`src/rtl/mod_unit.sv`:
```
`timescale 1ns/1ps
// mod_unit: iterative unsigned remainder engine (r = a mod b).
// Restoring shift-subtract, one dividend bit per clock. Serves as the
// remainder datapath of a Euclidean GCD controller: the controller holds
// run high, takes r on the single cycle ready is high, and reloads operands.
module mod_unit #(
  parameter int WIDTH = 32
) (
  input  logic             clk,
  input  logic             rst,
  input  logic             run,
  input  logic [WIDTH-1:0] a,
  input  logic [WIDTH-1:0] b,
  output logic [WIDTH-1:0] r,
  output logic             ready
);

  localparam int CW = $clog2(WIDTH);

  typedef enum logic [1:0] {
    IDLE = 2'd0,
    BUSY = 2'd1,
    DONE = 2'd2
  } state_t;

  state_t           state, state_n;
  // a_q is shifted left every iteration so its MSB is always the next dividend bit.
  logic [WIDTH-1:0] a_q, a_n;
  logic [WIDTH-1:0] b_q, b_n;
  logic [WIDTH-1:0] rem, rem_n;
  logic [CW-1:0]    count, count_n;
  logic [WIDTH-1:0] r_n;
  logic             ready_n;

  // One restoring step. The trial value is one bit wider than the operands so
  // the compare/subtract cannot overflow anywhere in the unsigned range. With
  // b=0 the subtract is a no-op, so the remainder just accumulates a.
  logic [WIDTH:0]   trial;
  logic [WIDTH:0]   diff;
  logic [WIDTH-1:0] step_rem;

  // Datapath for a single iteration.
  always_comb begin
    trial    = {rem, a_q[WIDTH-1]};
    diff     = trial - {1'b0, b_q};
    step_rem = (trial >= {1'b0, b_q}) ? diff[WIDTH-1:0] : trial[WIDTH-1:0];
  end

  // Next-state and next-output logic for the IDLE/BUSY/DONE controller.
  always_comb begin
    // NOTE: every signal driven here gets a default first, so no path leaves
    // one unassigned and no latch is inferred.
    state_n = state;
    a_n     = a_q;
    b_n     = b_q;
    rem_n   = rem;
    count_n = count;
    r_n     = r;
    ready_n = 1'b0;
    case (state)
      IDLE: begin
        if (run) begin
          a_n     = a;
          b_n     = b;
          rem_n   = '0;
          count_n = '0;
          state_n = BUSY;
        end
      end
      BUSY: begin
        if (!run) begin
          // Abort: drop the partial result, leave r untouched.
          state_n = IDLE;
        end else begin
          a_n     = a_q << 1;
          rem_n   = step_rem;
          count_n = count + 1'b1;
          if (count == CW'(WIDTH - 1)) begin
            r_n     = step_rem;
            ready_n = 1'b1;
            state_n = DONE;
          end
        end
      end
      DONE: begin
        // ready is high for exactly this one cycle, whatever run does.
        state_n = IDLE;
      end
      default: state_n = IDLE;
    endcase
  end

  // State and output registers; reset clears everything immediately.
  always_ff @(posedge clk or posedge rst) begin
    // NOTE: all datapath registers are reset too (there is no memory array
    // here), so an in-flight result can never surface after a reset.
    if (rst) begin
      state <= IDLE;
      a_q   <= '0;
      b_q   <= '0;
      rem   <= '0;
      count <= '0;
      r     <= '0;
      ready <= 1'b0;
    end else begin
      // NOTE: non-blocking assignments so every register samples the values
      // computed from the previous cycle, independent of statement order.
      state <= state_n;
      a_q   <= a_n;
      b_q   <= b_n;
      rem   <= rem_n;
      count <= count_n;
      r     <= r_n;
      ready <= ready_n;
    end
  end

endmodule

```
`config.mk`:
```
export PLATFORM = sky130hd
export DESIGN_NAME = mod_unit
export DESIGN_NICKNAME = d
export VERILOG_FILES = /design/src/rtl/mod_unit.sv
export SDC_FILE = /design/constraint.sdc
export NUM_CORES = 1
export LEC_CHECK = 0
export BUFFER_PORTS_ARGS = -buffer_cell sky130_fd_sc_hd__buf_2
export CAP_MARGIN = 20
export CORE_ASPECT_RATIO = 0.5
export CORE_MARGIN = 3
export CORE_UTILIZATION = 53
export DETAILED_ROUTE_END_ITERATION = 6
export GPL_ROUTABILITY_DRIVEN = 0
export MAX_ROUTING_LAYER = met4
export PLACE_DENSITY = 0.77
export SYNTH_ARGS = -nofsm -noshare
export SYNTH_HDL_FRONTEND = slang
export SYNTH_SLANG_ARGS = --single-unit
```
`constraint.sdc`:
```
create_clock -name clk -period 4.25 [get_ports clk]
set_input_delay 0.425 -clock clk [delete_from_list [all_inputs] [get_ports clk]]
set_output_delay 0.425 -clock clk [all_outputs]
set_load 0.01 [all_outputs]
```
Word-level counts from Yosys, hierarchy flattened
Index checks and enable logic that the tools add are counted.

Logic and storage cells: 38. Input bits: 67. Output and inout bits: 33. Register bits: 136.

Mux-type cells: 17. $lt $le $gt $ge: 1. $add $sub $neg: 2. Eq/ne operators: 5. Reduce and logical (&&, ||, !) cells: 6.

Operators by type and width (count): $mux W32 (5); $pmux W32 S2 (2); $ge A33 B32 Y1 (1); $sub A32 B32 Y32 (1); $mux W5 (2); $pmux W5 S2 (1); $mux W2 (3); $reduce_and A3 Y1 (2); $add A5 B1 Y5 const B (1); $eq A5 B5 Y1 const B (1); $ne A2 B2 Y1 const B (2); $pmux W2 S2 (1); $reduce_and A2 Y1 (2); $mux W1 (3); $ne A3 B3 Y1 const B (1); $eq A2 B1 Y1 const B (1); $logic_not A2 Y1 (1); $reduce_bool A2 Y1 (1).

Logic depth before layout (Yosys ltp)
Depth after elaboration: 4. Mapped depth: 13. Gate-level depth less buffers: 12.

Least setup slack after synthesis
Ideal clock, no wire load.

Path type: reg-to-reg. Start point: register a_q[31]. End point: register rem[30]. Path buffers: 0. Required time: 4.118 ns. Setup time: 0.132 ns. Slack: 1.498 ns. Clock period less this slack: 2.752 ns. Cell stages (with the launch flop): 13. Arrival: 2.620 ns. Cells stage by stage: dfrtp_1 -> inv_1 -> ha_1 -> inv_1 -> fa_1 -> a211oi_1 -> o211ai_1 -> nand3_1 -> a211oi_2 -> or3_4 -> a221oi_2 -> xor2_1 -> o211ai_1.

Cells in the longest elaborated chain, start to end: 4. Elaborated cells between the ends (all ways): 5. Those cells by class: 1 x add/sub; 1 x order compare; 3 x mux.

RTL lines: start, declared (RTL line 28) `logic [WIDTH-1:0] a_q, a_n;`; start signal, assigned (RTL line 109) `a_q <= a_n;`; $sub A32 B32 Y32 or $ge A33 B32 Y1 (tied branches) (RTL line 45, 46); $mux W32 (*) (RTL line 46) `step_rem = (trial >= {1'b0, b_q}) ? diff[WIDTH-1:0] : trial[WIDTH-1:0];`; $mux W32 (*) (RTL line 71) `if (!run) begin`; $pmux W32 S2 (*) (RTL line 60) `case (state)`; end signal, assigned (RTL line 111) `rem <= rem_n;`; end, declared (RTL line 30) `logic [WIDTH-1:0] rem, rem_n;`.

Mark *: on every way between the ends. The rest lies on a longest branch, timed or not. The select of a mux whose other input is x is not followed. A chain may end at the register's enable or synchronous reset.

Final worst setup path
Start point: register rem[27]. End point: register r[23].

Cells in the longest elaborated chain, start to end: 2.

RTL lines: $ge A33 B32 Y1 (RTL line 46); $mux W32 (RTL line 46); end signal, assigned (RTL line 113) `r <= r_n;`; end, declared (RTL line 14) `output logic [WIDTH-1:0] r,`.

Every way passes these cells.

==> results.py <==
metrics = {
    "floorplanning": {
        "initial_core_util_pct": 56.6,
        "core-area_sq_um": 13200,
        "ios": 100,
        "rows": 29,
        "die_h_microns": 90.0,
        "chipWidth_microns": 174,
        "die_area_sq_um": 15600,
    },
    "yosys": {
        "ys_ff_latch": 136,
        "netlist-cell-type-count": 64,
        "synth_edf_count": 0,
        "syn-num-nets": 911,
        "synth_ff_type": "dfrtp_1",
        "ys_seq_area_share_pct": 45.6,
        "netlist_area_sq_um": 7470,
        "yosys_warnings": 0,
        "syn_area_per_cell_sq_um": 9.23,
        "syn_inst": 809,
        "ys_async_sr_fraction_pct": 100,
    },
    "drt": {
        "drt-pass1-iter-count": 5,
        "drtIter0Drc": 466,
        "wl_microns": 18900,
        "wl_per_cell_microns": 17.2,
        "post_drt_via_cell_ratio": 5.82,
        "drc": 0,
        "drtAntennaViolNets": 0,
        "vias": 6390,
    },
    "cts": {
        "insertion_delay_ns": 0.43,
        "cts_buffers": 17,
        "root_buffer": "clkbuf_16",
        "cts_num_sinks": 136,
        "cts.reportedPaths.clkPinSlew_ns": 0.07,
        "cts_tree": "yes",
        "cts-resized-gates": 0,
        "post_cts_buffers": 0,
        "clockBufferDepth": 2,
        "h-tree-depth": 4,
        "cts_hold_buf": 0,
    },
    "power_and_ir_drop": {
        "totalPowerFinal_w": 0.00567,
        "internal_power_w": 0.00328,
        "p_seq_share_pct": 29.3,
        "p_leak_nw": 4.23,
        "p_per_area_nw_per_um2": 651,
        "p_comb_share_pct": 45.5,
        "p_sw_w": 0.00239,
        "ir_drop_uv": 399,
        "clockPowerShare_pct": 25.2,
        "swShare_pct": 42.1,
    },
    "worst_setup_path": {
        "worst_path_max_delay_cell": "ha_1",
        "crit_path_end_kind": "register",
        "cp-start-kind": "register",
        "critPathMaxFanout": 33,
        "cp_top_family": "simple AND/OR/NAND/NOR gates",
        "r2r-start": "rem[27]",
        "critPathKind": "reg -> reg",
        "path_buf_inv": 1,
        "required_ns": 4.54,
        "max_stage_delay_ns": 0.51,
        "cp-startpoint": "rem[27]",
        "worstPathArrival_ns": 3.63,
        "worstPathCellList": "ha_1, and4_1, nand3_1, nor2_1, nand2_1, a211oi_2, or2_1, buf_4, mux2i_1, o21ai_0",
    },
    "grt": {
        "grt_max_degree": 77,
        "grt_pass1_wl_microns": 30800,
        "antenna_found_initial": 0,
        "track_usage_pct": 24.9,
        "grt_pass1_vias": 6234,
        "grt-ovfl-total": 0,
    },
    "flow_run": {
        "cap_violations": 0,
    },
    "timing": {
        "setup_violations": 0,
        "hold_slack_ns": -0.0207,
        "finalCriticalPeriod_ns": 3.34,
        "skew_ns": 0.0114,
        "tns_ns": 0,
        "max_freq_mhz": 299,
        "slew_headroom_pct": 43.7,
        "drv_slew": 0,
        "rsz0062_at_grt": "false",
        "finalWorstSetupSlack_ns": 0.907,
        "hold_violations": 25,
        "finalCritPeriodShare_pct": 78.7,
        "worst_slew_pin_slew_ns": 0.841,
    },
    "hold_path": {
        "hp-class": "in -> async",
    },
    "placement": {
        "place_hpwl_microns": 12800,
        "dp.cells": 1064,
        "portBuffers": 99,
        "post-place-ws_ns": 1.01,
    },
    "final_layout": {
        "finalNonFillerCells": 1097,
        "drive_gt1_share_pct": 17.6,
        "fin_nets": 1000,
        "nFillCells": 1076,
        "area_delta_synth_final_pct": 16.5,
        "layout_common_cells": "nand2_1 (154), o21ai_0 (138), dfrtp_1 (135)",
        "num_antenna_cells": 0,
        "fin_util_pct": 65.9,
        "layout.cells.most_common": "nand2_1",
    },
    "status": {
        "status": "finished with violations",
        "failed_checks": "hold timing",
    },
}
state kept, by name, summed over array words and instances, names as in the netlist:
name   flops
a_q       32
b_q       32
ready      1
r         32
state      2
rem       32
count      5
stage by stage:
stage,hold WS (ns),cell area [sq um]
2_1_floorplan,0.445,7470
3_3_place_gp,0.456,8120
3_5_place_dp,0.464,8120
4_1_cts,0.190,8670
5_1_grt,0.00337,8700
6_report,-0.0207,8700
layer usage:
metal	track usage (%)	part of all wire [%]
met1	33.9	46
met2	37.2	45
met4	9.02	2.0
met5	-	0
met3	5.05	6.8
path summary, 6_finish.rpt:
kind                             to  slack [ns]  cells past startpoint
setup / recovery              r[23]        0.91                     10
hold / removal                r[23]       -0.02                      2
setup reg to reg              r[23]        0.91                     10
hold reg to reg               r[28]        0.48                      2
max in group asynchronous  state[0]        3.59                      3
min in group clk             b_q[5]        0.20                      3
synthesized netlist by cell type, types with 3 or more instances:
cell type  count  share of area [%]
nand2_1      154                7.7
a2bb2oi_1      7               0.82
nor3_1        10               0.67
a32oi_1        6               0.70
nand3_1        8               0.54
and3_1         6               0.50
mux2i_1       51                6.8
o211ai_1       7               0.70
nand4_1        8               0.67
o31ai_1        8               0.80
dfrtp_1      136                 46
a211oi_1       3               0.30
clkbuf_1      27                1.4
buf_2          3               0.20
xor2_1        13                1.5
a211oi_2       3               0.50
a21oi_1       30                2.0
o21ai_1        4               0.27
ha_1          34                5.7
nor2_1        24                1.2
o21bai_1       6               0.60
inv_1         43                2.2
o21ai_0      138                9.2
nor2b_1        4               0.33
a21o_1        11                1.1
a31oi_1        3               0.25
xnor2_1       11                1.3
nand2b_1       4               0.33
buf_1          4               0.20
o21a_1         4               0.40
cells by family (layout without fill, tap and decap cells):
group | Yosys count | after routing | share of synthesized area, %
xor+xnor | 24 | 24 | 2.81
mux | 53 | 53 | 7.13
fa+ha+maj | 35 | 35 | 5.96
simple gates | 233 | 233 | 13.8
compound gates | 247 | 247 | 20.3
buf+inv | 81 | 183 | 4.42
flops | 136 | 136 | 45.6
worst reg2reg max path: cells and delay by family (launching register included):
kind / cells / cell delay (ns)
AOI/OAI and AO/OA: 2 / 0.53
adders and majority gates: 1 / 0.51
buffers and inverters: 1 / 0.44
DFF: 1 / 0.42
muxes: 1 / 0.42
and+or+nand+nor: 5 / 0.88
cell type report:
type                            count  area, sq um  area share (%)
Clock inverter                     15          131            1.51
Clock buffer                       17          425            4.89
Multi-Input combinational cell    592         3750            43.1
Tap cell                          186          233            2.67
Inverter                           44          168            1.93
Sequential cell                   136         3400            39.1
Timing Repair Buffer              107          588            6.76
power groups by stage:
| stage | Combinational (W) | Sequential, W | Clock, W |
|---|---|---|---|
| detailed placement | 0.00249 | 0.00168 | 0 |
| floorplan | 0.00201 | 0.00163 | 0 |
| CTS | 0.00253 | 0.00166 | 0.00144 |
| finish | 0.00258 | 0.00166 | 0.00143 |
| global route | 0.00283 | 0.00168 | 0.00150 |
| global placement | 0.00244 | 0.00166 | 0 |
Note: power is estimated with default switching activity, not from simulation.
